**src/rtl/beam_mask_apply_pkg.sv**
```systemverilog
// Shared constants, FSM state type and helpers for the beam mask apply block.
package beam_mask_apply_pkg;

    localparam int NBEAMS_DEFAULT = 48;
    localparam int LO_BEAMS       = 18;
    localparam int HI_BEAMS       = 30;
    localparam int CNT_W          = 16;

    typedef enum logic [0:0] {
        ST_IDLE    = 1'b0,
        ST_PENDING = 1'b1
    } bm_state_e;

    // Saturating increment for the masked-beat counter.
    function automatic logic [CNT_W-1:0] sat_inc16(input logic [CNT_W-1:0] v);
        logic [CNT_W-1:0] r;
        if (v == 16'hFFFF) begin
            r = v;
        end else begin
            r = v + 16'd1;
        end
        return r;
    endfunction

endpackage

```
**src/rtl/beam_mask_stage.sv**
```systemverilog
// Staging/active mask registers and the IDLE/PENDING apply FSM; exports the
// mask that governs the current beat.
module beam_mask_stage
    import beam_mask_apply_pkg::*;
#(
    parameter int                 NBEAMS    = NBEAMS_DEFAULT,
    parameter logic [NBEAMS-1:0]  INIT_MASK = {NBEAMS{1'b1}}
) (
    input  logic              ifclk,
    input  logic              ifclk_rst_i,
    input  logic [NBEAMS-1:0] beam_mask_i,
    input  logic [1:0]        beam_mask_wr_i,
    input  logic              beam_mask_update_i,
    input  logic              frame_i,
    output logic [NBEAMS-1:0] mask_active_o,
    output logic [NBEAMS-1:0] mask_eff_o,
    output logic              update_pending_o
);

    logic [NBEAMS-1:0] staging_r;
    logic [NBEAMS-1:0] active_r;
    bm_state_e         state_r;
    bm_state_e         state_nxt_s;
    logic              apply_s;

    // Next-state decode; an update seen in PENDING is deliberately ignored.
    always_comb begin
        state_nxt_s = state_r;
        apply_s     = 1'b0;
        case (state_r)
            ST_IDLE: begin
                if (beam_mask_update_i) begin
                    state_nxt_s = ST_PENDING;
                end else begin
                    state_nxt_s = ST_IDLE;
                end
            end
            ST_PENDING: begin
                if (frame_i) begin
                    state_nxt_s = ST_IDLE;
                    apply_s     = 1'b1;
                end else begin
                    state_nxt_s = ST_PENDING;
                end
            end
            default: begin
                state_nxt_s = ST_IDLE;
                apply_s     = 1'b0;
            end
        endcase
    end

    // FSM state register.
    always_ff @(posedge ifclk) begin
        if (ifclk_rst_i) begin
            state_r <= ST_IDLE;
        end else begin
            state_r <= state_nxt_s;
        end
    end

    // Staging mask: each group has its own write strobe.
    always_ff @(posedge ifclk) begin
        if (ifclk_rst_i) begin
            staging_r <= INIT_MASK;
        end else begin
            if (beam_mask_wr_i[0]) begin
                staging_r[LO_BEAMS-1:0] <= beam_mask_i[LO_BEAMS-1:0];
            end
            if (beam_mask_wr_i[1]) begin
                staging_r[NBEAMS-1:LO_BEAMS] <= beam_mask_i[NBEAMS-1:LO_BEAMS];
            end
        end
    end

    // Active mask: copies the pre-edge staging value, so a coincident write misses it.
    always_ff @(posedge ifclk) begin
        if (ifclk_rst_i) begin
            active_r <= INIT_MASK;
        end else if (apply_s) begin
            active_r <= staging_r;
        end else begin
            active_r <= active_r;
        end
    end

    // The frame beat that triggers an apply is already filtered by the new mask.
    always_comb begin
        if ((state_r == ST_PENDING) && frame_i) begin
            mask_eff_o = staging_r;
        end else begin
            mask_eff_o = active_r;
        end
    end

    assign mask_active_o    = active_r;
    assign update_pending_o = (state_r == ST_PENDING);

endmodule

```
**src/rtl/beam_mask_apply.sv**
```systemverilog
// Applies a frame-synchronised per-beam mask to the trigger stream (1-cycle latency).
// Optional masked-beat counter is built when MASKED_COUNT_EN is defined.
module beam_mask_apply
    import beam_mask_apply_pkg::*;
#(
    parameter int                 NBEAMS    = NBEAMS_DEFAULT,
    parameter logic [NBEAMS-1:0]  INIT_MASK = {NBEAMS{1'b1}}
) (
    input  logic              ifclk,
    input  logic              ifclk_rst_i,
    input  logic [NBEAMS-1:0] beam_mask_i,
    input  logic [1:0]        beam_mask_wr_i,
    input  logic              beam_mask_update_i,
    input  logic              frame_i,
    input  logic [NBEAMS-1:0] trig_i,
    input  logic              trig_valid_i,
    output logic [NBEAMS-1:0] trig_o,
    output logic              trig_valid_o,
    output logic [NBEAMS-1:0] mask_active_o,
    output logic              update_pending_o
`ifdef MASKED_COUNT_EN
    ,
    input  logic              count_clr_i,
    output logic [CNT_W-1:0]  masked_count_o
`endif
);

    logic [NBEAMS-1:0] mask_eff_s;
    logic [NBEAMS-1:0] trig_masked_s;
    logic [NBEAMS-1:0] trig_r;
    logic              trig_valid_r;

    beam_mask_stage #(
        .NBEAMS    (NBEAMS),
        .INIT_MASK (INIT_MASK)
    ) u_stage (
        .ifclk              (ifclk),
        .ifclk_rst_i        (ifclk_rst_i),
        .beam_mask_i        (beam_mask_i),
        .beam_mask_wr_i     (beam_mask_wr_i),
        .beam_mask_update_i (beam_mask_update_i),
        .frame_i            (frame_i),
        .mask_active_o      (mask_active_o),
        .mask_eff_o         (mask_eff_s),
        .update_pending_o   (update_pending_o)
    );

    // Masked beat; invalid beats are zeroed so downstream never sees stale bits.
    always_comb begin
        if (trig_valid_i) begin
            trig_masked_s = trig_i & ~mask_eff_s;
        end else begin
            trig_masked_s = {NBEAMS{1'b0}};
        end
    end

    // Output pipeline register.
    always_ff @(posedge ifclk) begin
        if (ifclk_rst_i) begin
            trig_r       <= {NBEAMS{1'b0}};
            trig_valid_r <= 1'b0;
        end else begin
            trig_r       <= trig_masked_s;
            trig_valid_r <= trig_valid_i;
        end
    end

    assign trig_o       = trig_r;
    assign trig_valid_o = trig_valid_r;

`ifdef MASKED_COUNT_EN
    logic             hit_s;
    logic [CNT_W-1:0] count_r;

    // A beat counts when any raw trigger bit was suppressed by the mask.
    always_comb begin
        if (trig_valid_i) begin
            hit_s = |(trig_i & mask_eff_s);
        end else begin
            hit_s = 1'b0;
        end
    end

    // Saturating counter; clear wins over a same-cycle hit.
    always_ff @(posedge ifclk) begin
        if (ifclk_rst_i) begin
            count_r <= 16'h0000;
        end else if (count_clr_i) begin
            count_r <= 16'h0000;
        end else if (hit_s) begin
            count_r <= sat_inc16(count_r);
        end else begin
            count_r <= count_r;
        end
    end

    assign masked_count_o = count_r;
`endif

endmodule

```
**config.mk**
```make
export PLATFORM = sky130hd
export DESIGN_NAME = beam_mask_apply
export DESIGN_NICKNAME = d
export VERILOG_FILES = /design/src/rtl/beam_mask_apply_pkg.sv /design/src/rtl/beam_mask_stage.sv /design/src/rtl/beam_mask_apply.sv
export SDC_FILE = /design/constraint.sdc
export NUM_CORES = 1
export LEC_CHECK = 0
export CAP_MARGIN = 15
export CORE_UTILIZATION = 30
export DETAILED_ROUTE_END_ITERATION = 6
export GPL_ROUTABILITY_DRIVEN = 0
export GPL_TIMING_DRIVEN = 0
export PLACE_DENSITY = 0.64
export SLEW_MARGIN = 20
export SYNTH_ARGS = -nofsm -noshare
export SYNTH_HDL_FRONTEND = slang
export SYNTH_HIERARCHICAL = 1
export SYNTH_SLANG_ARGS = --single-unit
```
**constraint.sdc**
```tcl
create_clock -name ifclk -period 1.7 [get_ports ifclk]
set_input_delay 0.255 -clock ifclk [delete_from_list [all_inputs] [get_ports ifclk]]
set_output_delay 0.255 -clock ifclk [all_outputs]
set_load 0.05 [all_outputs]
```
# After elaboration in Yosys (flattened, before gate mapping)
# Cells that the tools add are included.
[totals]
word_cells = 18
out_inout_bits = 98
regBits = 146
input_bits = 103
[classes]
n_reduce_logical = 2
bitwise = 4
mux = 6
[ops]
columns = ["cell", "n"]
rows = [
  ["$and 48x48->48", 1],
  ["$mux 48", 1],
  ["$not 48->48", 1],
  ["$mux 1", 4],
  ["$not 1->1", 2],
  ["$pmux 1 s2", 1],
  ["$reduce_or 2->1", 1],
  ["$logic_and 1x1->1", 1],
]

# Longest topological paths before layout
[depth]
depth_word = 4
mapped_depth = 5
mapped_depth_nobuf = 3

# Cells and area by module
# The synthesis kept the hierarchy.
[modules_own_cells]
columns = ["mod", "area_per_inst_um2", "cells_each", "instances", "seq_area_each_um2"]
rows = [
  ["beam_mask_stage", 3987.6, 381, 1, 1941.9],
  ["beam_mask_apply", 1666.6, 108, 1, 980.9],
]

# Least setup slack after synthesis
# Ideal clock, no wire load.
[synth_path]
kind = "register -> register"
from = "register u_stage.state_r, in the netlist u_stage/update_pending_o"
to = "register trig_r[34], in the netlist trig_o[34]"
period_less_slack_ns = 1.765
setup_slack_ns = -0.065
path_stages_with_launch = 6
setup_ns = 0.088
t_required_ns = 1.612
path_buffers = 2
t_arrival_ns = 1.677
cell_sequence = "dfxtp_1 > nand2_1 > buf_4 > buf_6 > a21o_1 > nor4bb_4"
[synth_via]
elab_chain_len = 4
[synth_rtl]
columns = ["element", "line_no", "source"]
rows = [
  ["start, declared", "beam_mask_stage.sv:22", "bm_state_e state_r;"],
  ["start signal, assigned", "beam_mask_stage.sv:58", "state_r <= state_nxt_s;"],
  ["$logic_and 1x1->1", "beam_mask_stage.sv:89", "if ((state_r == ST_PENDING) && frame_i) begin"],
  ["$mux 48", "beam_mask_stage.sv:89", ""],
  ["named net mask_eff_s[34]", "beam_mask_apply.sv:28", "logic [NBEAMS-1:0] mask_eff_s;"],
  ["$not 48->48", "beam_mask_apply.sv:51", "trig_masked_s = trig_i & ~mask_eff_s;"],
  ["$and 48x48->48", "beam_mask_apply.sv:51", ""],
  ["end signal, assigned", "beam_mask_apply.sv:60", "trig_r <= {NBEAMS{1'b0}};"],
  ["end signal, assigned", "beam_mask_apply.sv:63", "trig_r <= trig_masked_s;"],
  ["end, declared", "beam_mask_apply.sv:30", "logic [NBEAMS-1:0] trig_r;"],
]
# The timed path passes the listed nets, and every way through them passes these cells.
# A chain may end at the register's enable or synchronous reset.

# Worst setup path after layout
[layout_path]
from = "register u_stage.active_r[4], in the netlist u_stage/mask_active_o[4]"
to = "output mask_active_o[4]"
[layout_rtl]
columns = ["element", "line_no", "source"]
rows = [
  ["start, declared", "beam_mask_stage.sv:21", "logic [NBEAMS-1:0] active_r;"],
  ["start signal, assigned", "beam_mask_stage.sv:81", "active_r <= staging_r;"],
  ["start signal, assigned", "beam_mask_stage.sv:83", "active_r <= active_r;"],
  ["end, declared", "beam_mask_apply.sv:19", "output logic [NBEAMS-1:0] mask_active_o,"],
]
# No word-level cell between the ends.

==> impl_metrics.py <==
metrics = {
    "pwr": {
        "combPwrFrac_pct": 15.0,
        "pwr-share-seq_pct": 41.9,
        "power_density_nw_per_um2": 1050,
        "switching_share_pct": 25.2,
        "ir_drop_mv": 0.676,
        "p_clk_share_pct": 43.1,
        "leakage_nw": 3.68,
        "p_int_mw": 6.58,
        "switchingPower_mw": 2.22,
    },
    "grt": {
        "grt_max_degree": 17,
        "grt_pass1_wl_um": 26600,
        "track_usage_pct": 18.0,
        "overflow": 0,
        "antenna_found_initial": 0,
        "first_global_vias": 5027,
    },
    "floorplanning": {
        "io-pin-count": 201,
        "fp.dieArea_um2": 19400,
        "start_util_pct": 31.1,
        "coreArea_um2": 18200,
        "rows": 49,
        "die_y_um": 139,
        "die_w_um": 139,
    },
    "place": {
        "dp.cells": 916,
        "io_buffer_count": 198,
        "place_area_um2": 7920,
        "hpwl_um": 12400,
    },
    "routing": {
        "drt-pass1-iter-count": 4,
        "ant_nets": 0,
        "avgRoutedWirePerCell_um": 17.9,
        "totalWireLength_um": 16900,
        "vias": 4706,
        "drt-initial-drc-count": 146,
        "drc": 0,
        "via_per_inst": 4.96,
    },
    "layout": {
        "post-route-cell-area_um2": 8400,
        "drive_gt1_share_pct": 13.8,
        "final-instance-count-excl-fill": 948,
        "final_util_pct": 46.2,
        "area_delta_synth_final_pct": 48.6,
        "nNetsFinal": 809,
    },
    "timing": {
        "setup_viol": 0,
        "hold_ws_ns": 0.153,
        "rsz0062_at_grt": "no",
        "slew-limit-headroom_pct": 63.3,
        "min_period_over_period_pct": 94.0,
        "hold_viol": 0,
        "min_period_ns": 1.60,
        "slew_viol_final": 0,
        "worst_slew_pin_slew_ns": 0.550,
        "fmax_ghz": 0.626,
        "setup_tns_ns": 0,
        "fin_skew_ns": 0.00860,
    },
    "clocking": {
        "root_buffer": "clkbuf_16",
        "cts_buffers": 17,
        "clkTransAtPathRegs_ns": 0.06,
        "cts_tree": "done",
        "cts_setup_buffers": 0,
        "cts.sinks": 146,
        "ctsLongestPathBuffers": 2,
        "h-tree-depth": 4,
        "clk_latency_ns": 0.42,
    },
    "yosys": {
        "synth_compound_area_share_pct": 21.3,
        "syn_area_um2": 5650,
        "synth_top_family_by_area": "simple AND/OR/NAND/NOR gates",
        "avgSynthCellArea_um2": 11.6,
        "synth_mux_area_share_pct": 0,
        "synth_cell_types": 16,
        "ys_ff_latch": 146,
        "syn-num-nets": 592,
        "yosys.area_share.xor_xnor_pct": 0,
        "synth_fa_ha_area_share_pct": 0,
        "yosysSeqAreaShare_pct": 51.7,
        "syn-instance-count": 489,
        "synthSimpleGateAreaFrac_pct": 21.9,
        "yosysWarningCount": 6,
    },
    "critical_path": {
        "critPathSlowestCell": "dlygate4sd2_1",
        "critical_path_class": "reg -> out",
        "worst-path-buf-inv": 1,
        "critPathMaxStageDelay_ns": 0.57,
        "path_cells": "dlygate4sd2_1",
        "critPathTopFamily": "buffers and inverters",
        "startpoint_type": "flip-flop",
        "crit_required_ns": 1.44,
        "cp_max_fo": 3,
        "endpoint_kind": "primary output",
        "crit_arrival_ns": 1.34,
    },
    "run_status": {
        "outcome": "completed",
    },
    "flow_run": {
        "maxCapViolCount": 0,
    },
    "worst_hold_path": {
        "worstHoldPathType": "in -> reg",
    },
}
layout by cell type, fill, tap and decap left out, types with 2 or more instances in the layout:
master	count
a211o_1	96
a21o_1	48
and3_1	48
and4bb_1	10
and4bb_2	37
buf_2	17
buf_4	3
buf_6	9
bufinv_16	3
clkbuf_1	23
clkbuf_16	17
clkbuf_8	2
clkdlybuf4s50_1	100
clkinv_2	2
clkinvlp_4	3
dfxtp_1	145
dlygate4sd2_1	97
nand2b_1	2
nor2b_1	49
registers in the layout, summed over array words and instances, names as in the netlist:
name / cells
trig_o: 48
trig_valid_o: 1
u_stage/mask_active_o: 48
u_stage/staging_r: 48
u_stage/update_pending_o: 1
synth_stat cells (all sizes together):
cell type / number / area [um^2]
a211o: 96 / 841
a21o: 48 / 360
a21oi: 1 / 5.00
and3: 48 / 300
and4bb: 47 / 588
buf: 29 / 209
clkbuf: 21 / 80.1
dfxtp: 146 / 2920
nand2: 1 / 3.75
nand2b: 2 / 12.5
nor2b: 49 / 307
nor4bb: 1 / 25.0
through the flow:
step                      worst slack, ns  power [mW]
final                               0.103        8.80
after global routing               0.0284        9.16
after CTS                          0.0151        8.92
after detailed placement           -0.421        5.15
after global placement             -0.394        5.13
after floorplan                     0.171        4.56
repair_timing:
action | in CTS | in global routing
endpoints found under the setup margin | 98 | 1
hold buffers | 0 | 0
pin swaps | 0 | 0
gates resized for setup | 100 | 1
cloned | 0 | 0
final timing paths:
path	slack [ns]	to	cells after the start	startpoint
worst min-delay path	0.15	trig_valid_o	2	ifclk_rst_i
worst max-delay path	0.10	mask_active_o[4]	1	u_stage/mask_active_o[4]
worst min register to register	0.48	u_stage/mask_active_o[45]	1	u_stage/mask_active_o[45]
worst max register to register	0.19	trig_o[46]	4	u_stage/update_pending_o
layer usage:
layer  global-route usage, %  share of wire [%]  up-vias
met3                    5.51                6.4       22
li1                        -                  -     2268
met4                    7.66                1.9        0
met2                    29.8                 47      158
met5                       0                  0        -
met1                    21.4                 44     2258
final cells by class:
class / instances / area [um^2]
multi-input combinational: 293 / 2440
fill: 1729 / 9800
antenna: 1 / 2.50
buffer: 50 / 289
timing repair buffer: 198 / 1860
clock inverter: 9 / 131
clock buffer: 22 / 464
tap: 229 / 287
sequential: 146 / 2920
power groups by stage:
| stage | logic, mW | registers (mW) | clock network, mW |
|---|---|---|---|
| global route | 1.41 | 3.71 | 4.04 |
| detailed placement | 1.39 | 3.76 | 0 |
| global placement | 1.37 | 3.76 | 0 |
| finish | 1.32 | 3.69 | 3.79 |
| floorplan | 0.505 | 4.06 | 0 |
| CTS | 1.34 | 3.69 | 3.89 |
kinds of logic after synthesis:
group	count (synthesis)
AND/OR/NAND/NOR	148
flip-flops	146
AO/OA/AOI/OAI	145
buffers and inverters	50
(Power assumes the default switching activity.)
